==> config.mk <==
export PLATFORM = sky130hd
export DESIGN_NAME = sec_tick_ctrl
export DESIGN_NICKNAME = d
export VERILOG_FILES = /design/src/rtl/sec_tick_ctrl.sv
export SDC_FILE = /design/constraint.sdc
export NUM_CORES = 1
export LEC_CHECK = 0
export ABC_CLOCK_PERIOD_IN_PS = 3200
export BUFFER_PORTS_ARGS = -buffer_cell sky130_fd_sc_hd__buf_2
export CAP_MARGIN = 20
export CORE_MARGIN = 2
export CORE_UTILIZATION = 48
export CTS_CLUSTER_SIZE = 25
export DETAILED_ROUTE_END_ITERATION = 16
export PLACE_DENSITY = 0.67
export SETUP_SLACK_MARGIN = 0.5
export SLEW_MARGIN = 10
export SYNTH_ARGS = -nofsm -noshare
export SYNTH_HDL_FRONTEND = slang
export SYNTH_SLANG_ARGS = --single-unit
==> constraint.sdc <==
create_clock -name clk_in_50M -period 3.2 [get_ports clk_in_50M]
set_input_delay 0 -clock clk_in_50M [delete_from_list [all_inputs] [get_ports clk_in_50M]]
set_output_delay 0 -clock clk_in_50M [all_outputs]
set_load 0.005 [all_outputs]
==> src/rtl/sec_tick_ctrl.sv <==
// Seconds time base: divides clk_in_50M down to a one-cycle tick_sec enable with
// selectable acceleration, pause/single-step, and a wrapping tick counter.
module sec_tick_ctrl #(
    parameter int CLK_HZ = 50_000_000,
    parameter int CNT_W  = 26
) (
    input  logic        clk_in_50M,
    input  logic        rst_n,
    input  logic [2:0]  mode_sel,
    input  logic        mode_req,
    input  logic        run_en,
    input  logic        step_req,
    output logic        tick_sec,
    output logic [2:0]  cur_mode,
    output logic        mode_busy,
    output logic [15:0] sec_count
);

    // A divisor that rounds down to zero for a slow clock is treated as 1.
    localparam int DIV0 = (CLK_HZ > 0) ? CLK_HZ : 1;
    localparam int DIV1 = (CLK_HZ / 100 > 0) ? CLK_HZ / 100 : 1;
    localparam int DIV2 = (CLK_HZ / 500 > 0) ? CLK_HZ / 500 : 1;
    localparam int DIV3 = (CLK_HZ / 50000 > 0) ? CLK_HZ / 50000 : 1;

    localparam logic [CNT_W-1:0] LIM0 = CNT_W'(DIV0 - 1);
    localparam logic [CNT_W-1:0] LIM1 = CNT_W'(DIV1 - 1);
    localparam logic [CNT_W-1:0] LIM2 = CNT_W'(DIV2 - 1);
    localparam logic [CNT_W-1:0] LIM3 = CNT_W'(DIV3 - 1);

    typedef enum logic [1:0] {
        ST_RUN   = 2'd0,
        ST_PAUSE = 2'd1,
        ST_STEP  = 2'd2
    } state_t;

    state_t            state_q, state_d;
    logic [CNT_W-1:0]  cnt_q, cnt_d;
    logic              tick_q, tick_d;
    logic [15:0]       count_q, count_d;
    logic [2:0]        cur_mode_q, cur_mode_d;
    logic [2:0]        pend_mode_q, pend_mode_d;
    logic              busy_q, busy_d;
    logic [CNT_W-1:0]  lim;
    logic              boundary;

    always_comb begin
        case (cur_mode_q)
            3'd0:    lim = LIM0;
            3'd1:    lim = LIM1;
            3'd2:    lim = LIM2;
            3'd3:    lim = LIM3;
            3'd4:    lim = '0;
            default: lim = LIM0;
        endcase
    end

    always_ff @(posedge clk_in_50M or negedge rst_n) begin
        if (!rst_n) begin
            state_q <= ST_RUN;
        end else begin
            state_q <= state_d;
        end
    end

    always_comb begin
        state_d = state_q;
        case (state_q)
            ST_RUN: begin
                if (!run_en) state_d = ST_PAUSE;
            end
            ST_PAUSE: begin
                if (run_en)        state_d = ST_RUN;
                else if (step_req) state_d = ST_STEP;
            end
            ST_STEP: state_d = ST_PAUSE;
            default: state_d = ST_RUN;
        endcase
    end

    // Tick/prescaler datapath; a pending mode lands on any boundary edge, which is
    // a tick edge in RUN/STEP or every edge while paused.
    always_comb begin
        tick_d      = 1'b0;
        cnt_d       = cnt_q;
        count_d     = count_q;
        cur_mode_d  = cur_mode_q;
        pend_mode_d = pend_mode_q;
        busy_d      = busy_q;
        boundary    = 1'b0;
        case (state_q)
            ST_RUN: begin
                if (run_en) begin
                    if (cnt_q == lim) begin
                        tick_d   = 1'b1;
                        cnt_d    = '0;
                        count_d  = count_q + 16'd1;
                        boundary = 1'b1;
                    end else begin
                        cnt_d = cnt_q + 1'b1;
                    end
                end
            end
            ST_PAUSE: boundary = 1'b1;
            ST_STEP: begin
                tick_d   = 1'b1;
                cnt_d    = '0;
                count_d  = count_q + 16'd1;
                boundary = 1'b1;
            end
            default: ;
        endcase
        if (boundary && busy_q) begin
            cur_mode_d = pend_mode_q;
            cnt_d      = '0;
            busy_d     = 1'b0;
        end
        // A request on an applying edge only latches; it waits for the next boundary.
        if (mode_req && (mode_sel <= 3'd4)) begin
            pend_mode_d = mode_sel;
            busy_d      = 1'b1;
        end
    end

    always_ff @(posedge clk_in_50M or negedge rst_n) begin
        if (!rst_n) begin
            cnt_q       <= '0;
            tick_q      <= 1'b0;
            count_q     <= 16'd0;
            cur_mode_q  <= 3'd0;
            pend_mode_q <= 3'd0;
            busy_q      <= 1'b0;
        end else begin
            cnt_q       <= cnt_d;
            tick_q      <= tick_d;
            count_q     <= count_d;
            cur_mode_q  <= cur_mode_d;
            pend_mode_q <= pend_mode_d;
            busy_q      <= busy_d;
        end
    end

    assign tick_sec  = tick_q;
    assign cur_mode  = cur_mode_q;
    assign mode_busy = busy_q;
    assign sec_count = count_q;

endmodule
==> impl_results.md, run 1 <==
- Final hold vios: 0
- Final Max Tran Viols: 0
- Synth Flop Type: dfrtp_1
- First-pass GRT wire length: 11,400 um
- Total negative slack: 0 ns
- Largest net degree at the start of global routing: 29
- Clk sinks: 52
- Final GP Congestion: 0.962
- Post-synth EDFFs: 0
- Worst skew pair latency: 0.31 ns
- Clk buf depth: 2
- Most frequent cells in the layout: dfrtp_1, nor2_1, nand2_1
- Critical Path Start Type: flip-flop
- FP Rows: 29
- Initial Util: 49.5%
- Post-Syn Nets: 349
- Min cycle time layout: 2.56 ns
- Simple-gate share of the synthesized area: 28.0%
- Synth area leader: dfrtp_1
- Synth Area per Inst: 9.32 um^2
- Pre-CTS setup slack: 0.393 ns
- Status: finished clean
- Relative slew slack: 55.5%
- Least-Margin Pin Slew: 0.668 ns
- Worst Path Arrival: 2.76 ns
- WL per Instance: 15.0 um
- Via/cell ratio: 5.49
- Register area share after synthesis: 41.7%
- Worst VDD drop: 0.000350 V
- FF-to-FF setup slack: 0.64 ns
- CTS clock-pin slew for the worst setup and hold paths: 0.09 ns
- Syn Std Cell Area: 3120 um^2
- Leakage power: 0.00164 uW
- Ports: 29
- HPWL after detailed placement: 4630 um
- Worst min path class: in -> reg
- Worst Path Max Fanout: 15
- Core Region: 6310 um^2
- Initial drt markers: 251
- H-tree levels: 2
- # Max-Cap Violations: 0
- Ant diodes: 0
- Die height: 84.7 um
- Crit path required time: 3.39 ns
- Max incr delay on CP: 0.50 ns
- Pwr dens: 597 nW/um^2
- Syn-to-layout area delta: 15.5%
- Largest family of logic cells by synthesized area: simple AND/OR/NAND/NOR gates
- Initial antenna violation count: 0
- Synth Area in Compound Gates: 10.6%
- Share of layout cells above drive strength 1: 21.6%
- Yosys cell types: 56
- Drt first pass iters: 4
- CTS root buf: clkbuf_8
- Drc violations: 0
- Final worst-path cycle share: 80.1%
- Fillers: 572
- Post-Layout Cell Count: 456
- Mux cell area share after synthesis: 3.45%
- Setup crit end kind: flip-flop
- Asr flop ratio synth: 100%
- Vias in the first global route: 2,297
- Final setup viols: 0
- Slowest stage cell, crit path: dfrtp_2
- Drt total wl: 6850 um
- Skew final: 0.00988 ns
- Worst path cell trace: buf_4 > nand2b_1 > o211ai_1 > o211ai_1 > a2111oi_4 > buf_4 > a21oi_2 > nor2_4 > mux2_2
- Worst setup margin: 0.635 ns
- GRT Total Usage: 19.6%
- Cts bufs inserted: 5
- Synth warn: 0
- Xor and xnor area share after synthesis: 10.4%
- RSZ-0062 raised after global routing: no
- ANT nets after route: 0
- Gate Count Post-Synth: 335
- Commonest non-fill, non-tap cell in the layout: dfrtp_1
- Die Wd: 84.7 um
- FMAX: 390 MHz
- Post-synthesis adder-cell area fraction: 2.40%
- Full die area: 7170 um^2
- Total congestion overflow: 0
- Inst Count DP: 428
- CP Class: reg -> reg
- Yosys top cell area share: 41.7%
- Seq cells post-synth: 52
- Number of nets in the layout: 392
- CTS tree: done
- Largest cells by area after synthesis: dfrtp_1, xor2_1, nor2_1
- Via count: 2,502
- IO Port Bufs: 28
-- path summary, 6_finish.rpt --
path,to,from,cells after the start
worst max-delay path,cur_mode[1],cur_mode[2],9
worst min-delay path,pend_mode_q[2],mode_sel[2],3
worst max register to register,cur_mode[1],cur_mode[2],9
worst min register to register,sec_count[12],sec_count[12],1
max in group asynchronous,sec_count[5],rst_n,3
min in group asynchronous,cnt_q[7],rst_n,2
-- synthesized netlist by cell type (all sizes together) (2+ instances only) --
cell type,number
a31oi,5
o32ai,2
o22ai,2
and3,8
nor2b,6
nand2,35
or3,2
or2,4
nor2,43
nor4,4
dfrtp,52
and2,4
nor4b,2
mux2i,4
ha,6
nand3,12
nand4,6
a21oi,13
nand2b,6
nor3,12
xor2,22
and3b,2
clkbuf,8
or3b,3
buf,7
nor3b,2
xnor2,15
nand3b,6
inv,9
o211ai,3
mux2,6
o21ai,5
a211oi,8
-- metal layers --
layer	track usage, %	vias to the layer above	routed length [um]
met5	0	-	0
met3	3.24	4	219
met2	30.4	40	3250
met4	3.61	0	38
met1	29.3	1213	3340
li1	-	1245	-
-- layout make-up --
class | count | area [um^2] | area share [%]
multi-input cells | 260 | 1750 | 48.6
flip-flops and latches | 52 | 1310 | 36.2
inverters | 9 | 33.8 | 0.937
clock buffers | 5 | 68.8 | 1.91
well taps | 77 | 96.3 | 2.67
repair buffers | 50 | 327 | 9.06
clock inverters | 3 | 22.5 | 0.625
-- cell families (layout without fill, tap and decap cells) --
logic type	count (synthesis)	count (layout)
xor gates and xnor gates	37	37
adders and majority gates	6	6
AOI/OAI and AO/OA	45	46
and+or+nand+nor	161	161
DFF	52	52
buffers and inverters	24	67
muxes	10	10
-- worst max-delay path: cells and delay by family, from the launching register on --
| family | cells | cell delay, ns |
|---|---|---|
| AOI/OAI and AO/OA | 4 | 0.81 |
| muxes | 1 | 0.36 |
| buffers and inverters | 2 | 0.42 |
| and+or+nand+nor | 2 | 0.36 |
| DFF | 1 | 0.50 |
-- metrics by stage --
stage | cell area, um^2 | hold WS (ns) | total power [uW] | utilization, %
after floorplan | 3120 | -0.296 | 1460 | -
after global placement | 3310 | 0.0560 | 1630 | 52.4
after detailed placement | 3310 | 0.0598 | 1660 | 52.4
after CTS | 3480 | 0.0126 | 2060 | 55.1
after global routing | 3610 | 0.0175 | 2310 | 57.1
final | 3610 | 0.0149 | 2150 | 57.1
-- timing repair --
action / CTS / global route
hold buffers: 7 / 0
cloned: 0 / 1
endpoints found under the hold margin: 32 / 0
pin swaps: 1 / 3
gates resized for setup: 2 / 7
setup endpoints to repair: 25 / 40
setup buffers: 1 / 11
-- power breakdown --
group	switching, uW	internal (uW)
Clock	224	157
Combinational	506	415
Sequential	114	736
Total	844	1310
-- sequential cells by signal (all words and copies together) (netlist names) --
name / cells
sec_count: 16
pend_mode_q: 3
cnt_q: 26
mode_busy: 1
tick_sec: 1
cur_mode: 3
state_q: 2
No activity file was read; power rests on OpenSTA's default activity.
==> run 2, diff against run 1 <==
- ABC_CLOCK_PERIOD_IN_PS: 3200 -> 2200
- PLACE_DENSITY: 0.67 -> 0.69
- clock period: 3.2 -> 2.2 ns (I/O delays scaled with it)
==> run 2 against run 1 <==
Effect of this change:
- the run now ends with negative setup slack left
- sequential power increased by 41%
- final area increased by 21%
- register-to-register slack lost 0.91 ns
- die area did not move
- sequential share of layout area down 6.2 points
- worst setup slack worse by 0.91 ns
- clock power grew 80%
- largest cell class unchanged
- largest power group unchanged
==> impl_results.md, run 2 (synthesis gave the netlist of run 1 again) <==
- GRT Total Usage: 23.5% (+3.9 points)
- Worst path cell trace: buf_6 > nand2b_4 > buf_4 > o21ai_0 > o31ai_2 > nor4_4 > buf_6 > a21oi_4 > nor2_4 > mux2_4
- HPWL after detailed placement: 5500 um (+19%)
- Critical Path Most Common Cell: buf_6
- Status: complete, but fails checks
- WL per Instance: 16.1 um (+7.4%)
- Pre-CTS setup slack: -0.345 ns (-0.738 ns)
- Largest net degree at the start of global routing: 21 (-28%)
- Routed length on met2: 4240 um (+31%)
- Initial drt markers: 148 (-41%)
- RSZ-0062 raised after global routing: yes
- Cts bufs inserted: 5 (unchanged)
- Finished Cell Area: 4360 um^2 (+21%)
- Most flop-heavy register: cnt_q
- Critical Path Start Type: flip-flop
- Drt total wl: 8290 um (+21%)
- Total congestion overflow: 0 (unchanged)
- Wire length on met1: 3600 um (+7.6%)
- CP Class: reg -> reg
- Relative slew slack: 70.3% (+15 points)
- Reg2reg end: cur_mode[1]
- Pwr dens: 905 nW/um^2 (+52%)
- Worst Path Arrival: 2.68 ns (-0.08 ns)
- Die Wd: 84.7 um (unchanged)
- Ant diodes: 0 (unchanged)
- CTS clock-pin slew for the worst setup and hold paths: 0.10 ns (about the same)
- Top Layer Used: met4
- Via count: 2,839 (+13%)
- Crit path required time: 2.40 ns (-0.99 ns)
- R2r worst-path depth: 10 (+1)
- Initial antenna violation count: 0 (unchanged)
- Max FFs per register: 26 (unchanged)
- IO Port Bufs: 28 (unchanged)
- Hold path start: step_req
- Core Region: 6310 um^2 (unchanged)
- Final Max Tran Viols: 0 (unchanged)
- # Max-Cap Violations: 0 (unchanged)
- Worst VDD drop: 0.000883 V (+150%)
- FF-to-FF setup slack: -0.28 ns (-0.91 ns)
- Worst min path class: in -> reg
- Final worst-path cycle share: 113% (+32 points)
- CTS tree: done
- Origin of the critical flop-to-flop path: cur_mode[2]
- Worst setup margin: -0.277 ns (-0.913 ns)
- Worst skew pair latency: 0.32 ns (about the same)
- ANT nets after route: 0 (unchanged)
- Placed Area: 3870 um^2 (+17%)
- Number of nets in the layout: 450 (+15%)
- Skew final: 0.0102 ns (+0.000272 ns)
- Final GP Congestion: 0.884 (-8.1%)
- Met3 wire len: 316 um (+44%)
- Hold depth: 5 (+2)
- Max incr delay on CP: 0.47 ns (-0.03 ns)
- Final hold vios: 0 (unchanged)
- Ports: 29 (unchanged)
- Commonest non-fill, non-tap cell in the layout: buf_4
- Slowest stage cell, crit path: dfrtp_2
- FP Rows: 29 (unchanged)
- Cell family with most CP delay: simple AND/OR/NAND/NOR gates
- Failing checks: negative setup slack
- Drt first pass iters: 5 (+1)
- Drc violations: 0 (unchanged)
- Least-Margin Pin Slew: 0.443 ns (-0.225 ns)
- Initial Util: 49.5% (unchanged)
- Worst Path Max Fanout: 8 (-7)
- Share of layout cells above drive strength 1: 39.4% (+18 points)
- Full die area: 7170 um^2 (unchanged)
- Clk sinks: 52 (unchanged)
- Syn-to-layout area delta: 39.6%
- FMAX: 404 MHz (+3.5%)
- CTS root buf: clkbuf_8
- Worst hold endpoint: state_q[1]
- Setup crit end kind: flip-flop
- Via/cell ratio: 5.52 (+0.67%)
- First-pass GRT wire length: 13,500 um (+18%)
- Crit path buf inv count: 3 (+1)
- Clk buf depth: 2 (unchanged)
- Die height: 84.7 um (unchanged)
- Vias in the first global route: 2,798 (+22%)
- H-tree levels: 2 (unchanged)
- Final setup viols: 46 (+46)
- Leakage power: 0.00203 uW (+24%)
- Min cycle time layout: 2.48 ns (-0.0872 ns)
- Most frequent cells in the layout: buf_4, dfrtp_1, nor2_1
==> run 2: layout make-up <==
type	count	area [um^2]
inverter	9	33.8
sequential	52	1310
fill	477	1950
timing repair buffer	108	823
clock inverter	3	47.5
clock buffer	5	68.8
multi-input combinational	260	1980
tap	77	96.3
==> run 2: how the worst max path moves through the flow <==
stage,from,cells past startpoint,endpoint
after floorplan,cur_mode[1],8,cur_mode[0]
final,cur_mode[2],10,cur_mode[1]
after detailed placement,cur_mode[1],8,sec_count[15]
after global placement,cur_mode[2],9,cnt_q[23]
after CTS,cur_mode[0],8,sec_count[1]
after global routing,cur_mode[2],11,sec_count[3]
==> run 2: layer usage <==
layer	track usage, %	up-vias
met5	0	-
met4	6.78	0
met3	2.85	11
met2	40.7	71
met1	30.9	1391
li1	-	1366
==> run 2: worst reg2reg max path, cell delays in order (launching register included) <==
cell and delay (ns):
dfrtp_2 0.47, buf_6 0.15, nand2b_4 0.13, buf_4 0.14, o21ai_0 0.24, o31ai_2 0.17, nor4_4 0.29, buf_6 0.17
a21oi_4 0.08, nor2_4 0.20, mux2_4 0.32
==> run 2: report_power, final <==
group	leakage, uW	internal [uW]	switching (uW)
Clock	0.0000583	343	343
Combinational	0.00127	1010	1050
Sequential	0.000694	1070	129
==> run 2: repair_timing <==
action | in CTS | in global routing
endpoints found under the hold margin | 21 | 0
pin swaps | 6 | 14
hold buffers | 8 | 0
gates cloned | 1 | 0
setup endpoints to repair | 47 | 48
gates resized for setup | 22 | 32
setup buffers | 3 | 3
==> run 2: through the flow <==
step | instances | hold slack (ns) | power (uW) | util (%) | setup TNS [ns]
after floorplan | 335 | -0.296 | 2230 | - | -3.70
after global placement | 491 | -0.0573 | 2870 | 61.2 | -12.16
after detailed placement | 491 | -0.0549 | 2900 | 61.2 | -13.19
after CTS | 511 | 0.106 | 3740 | 66.1 | -6.32
after global routing | 514 | 0.153 | 4150 | 69.0 | -13.07
final | 514 | 0.105 | 3940 | 69.0 | -8.09
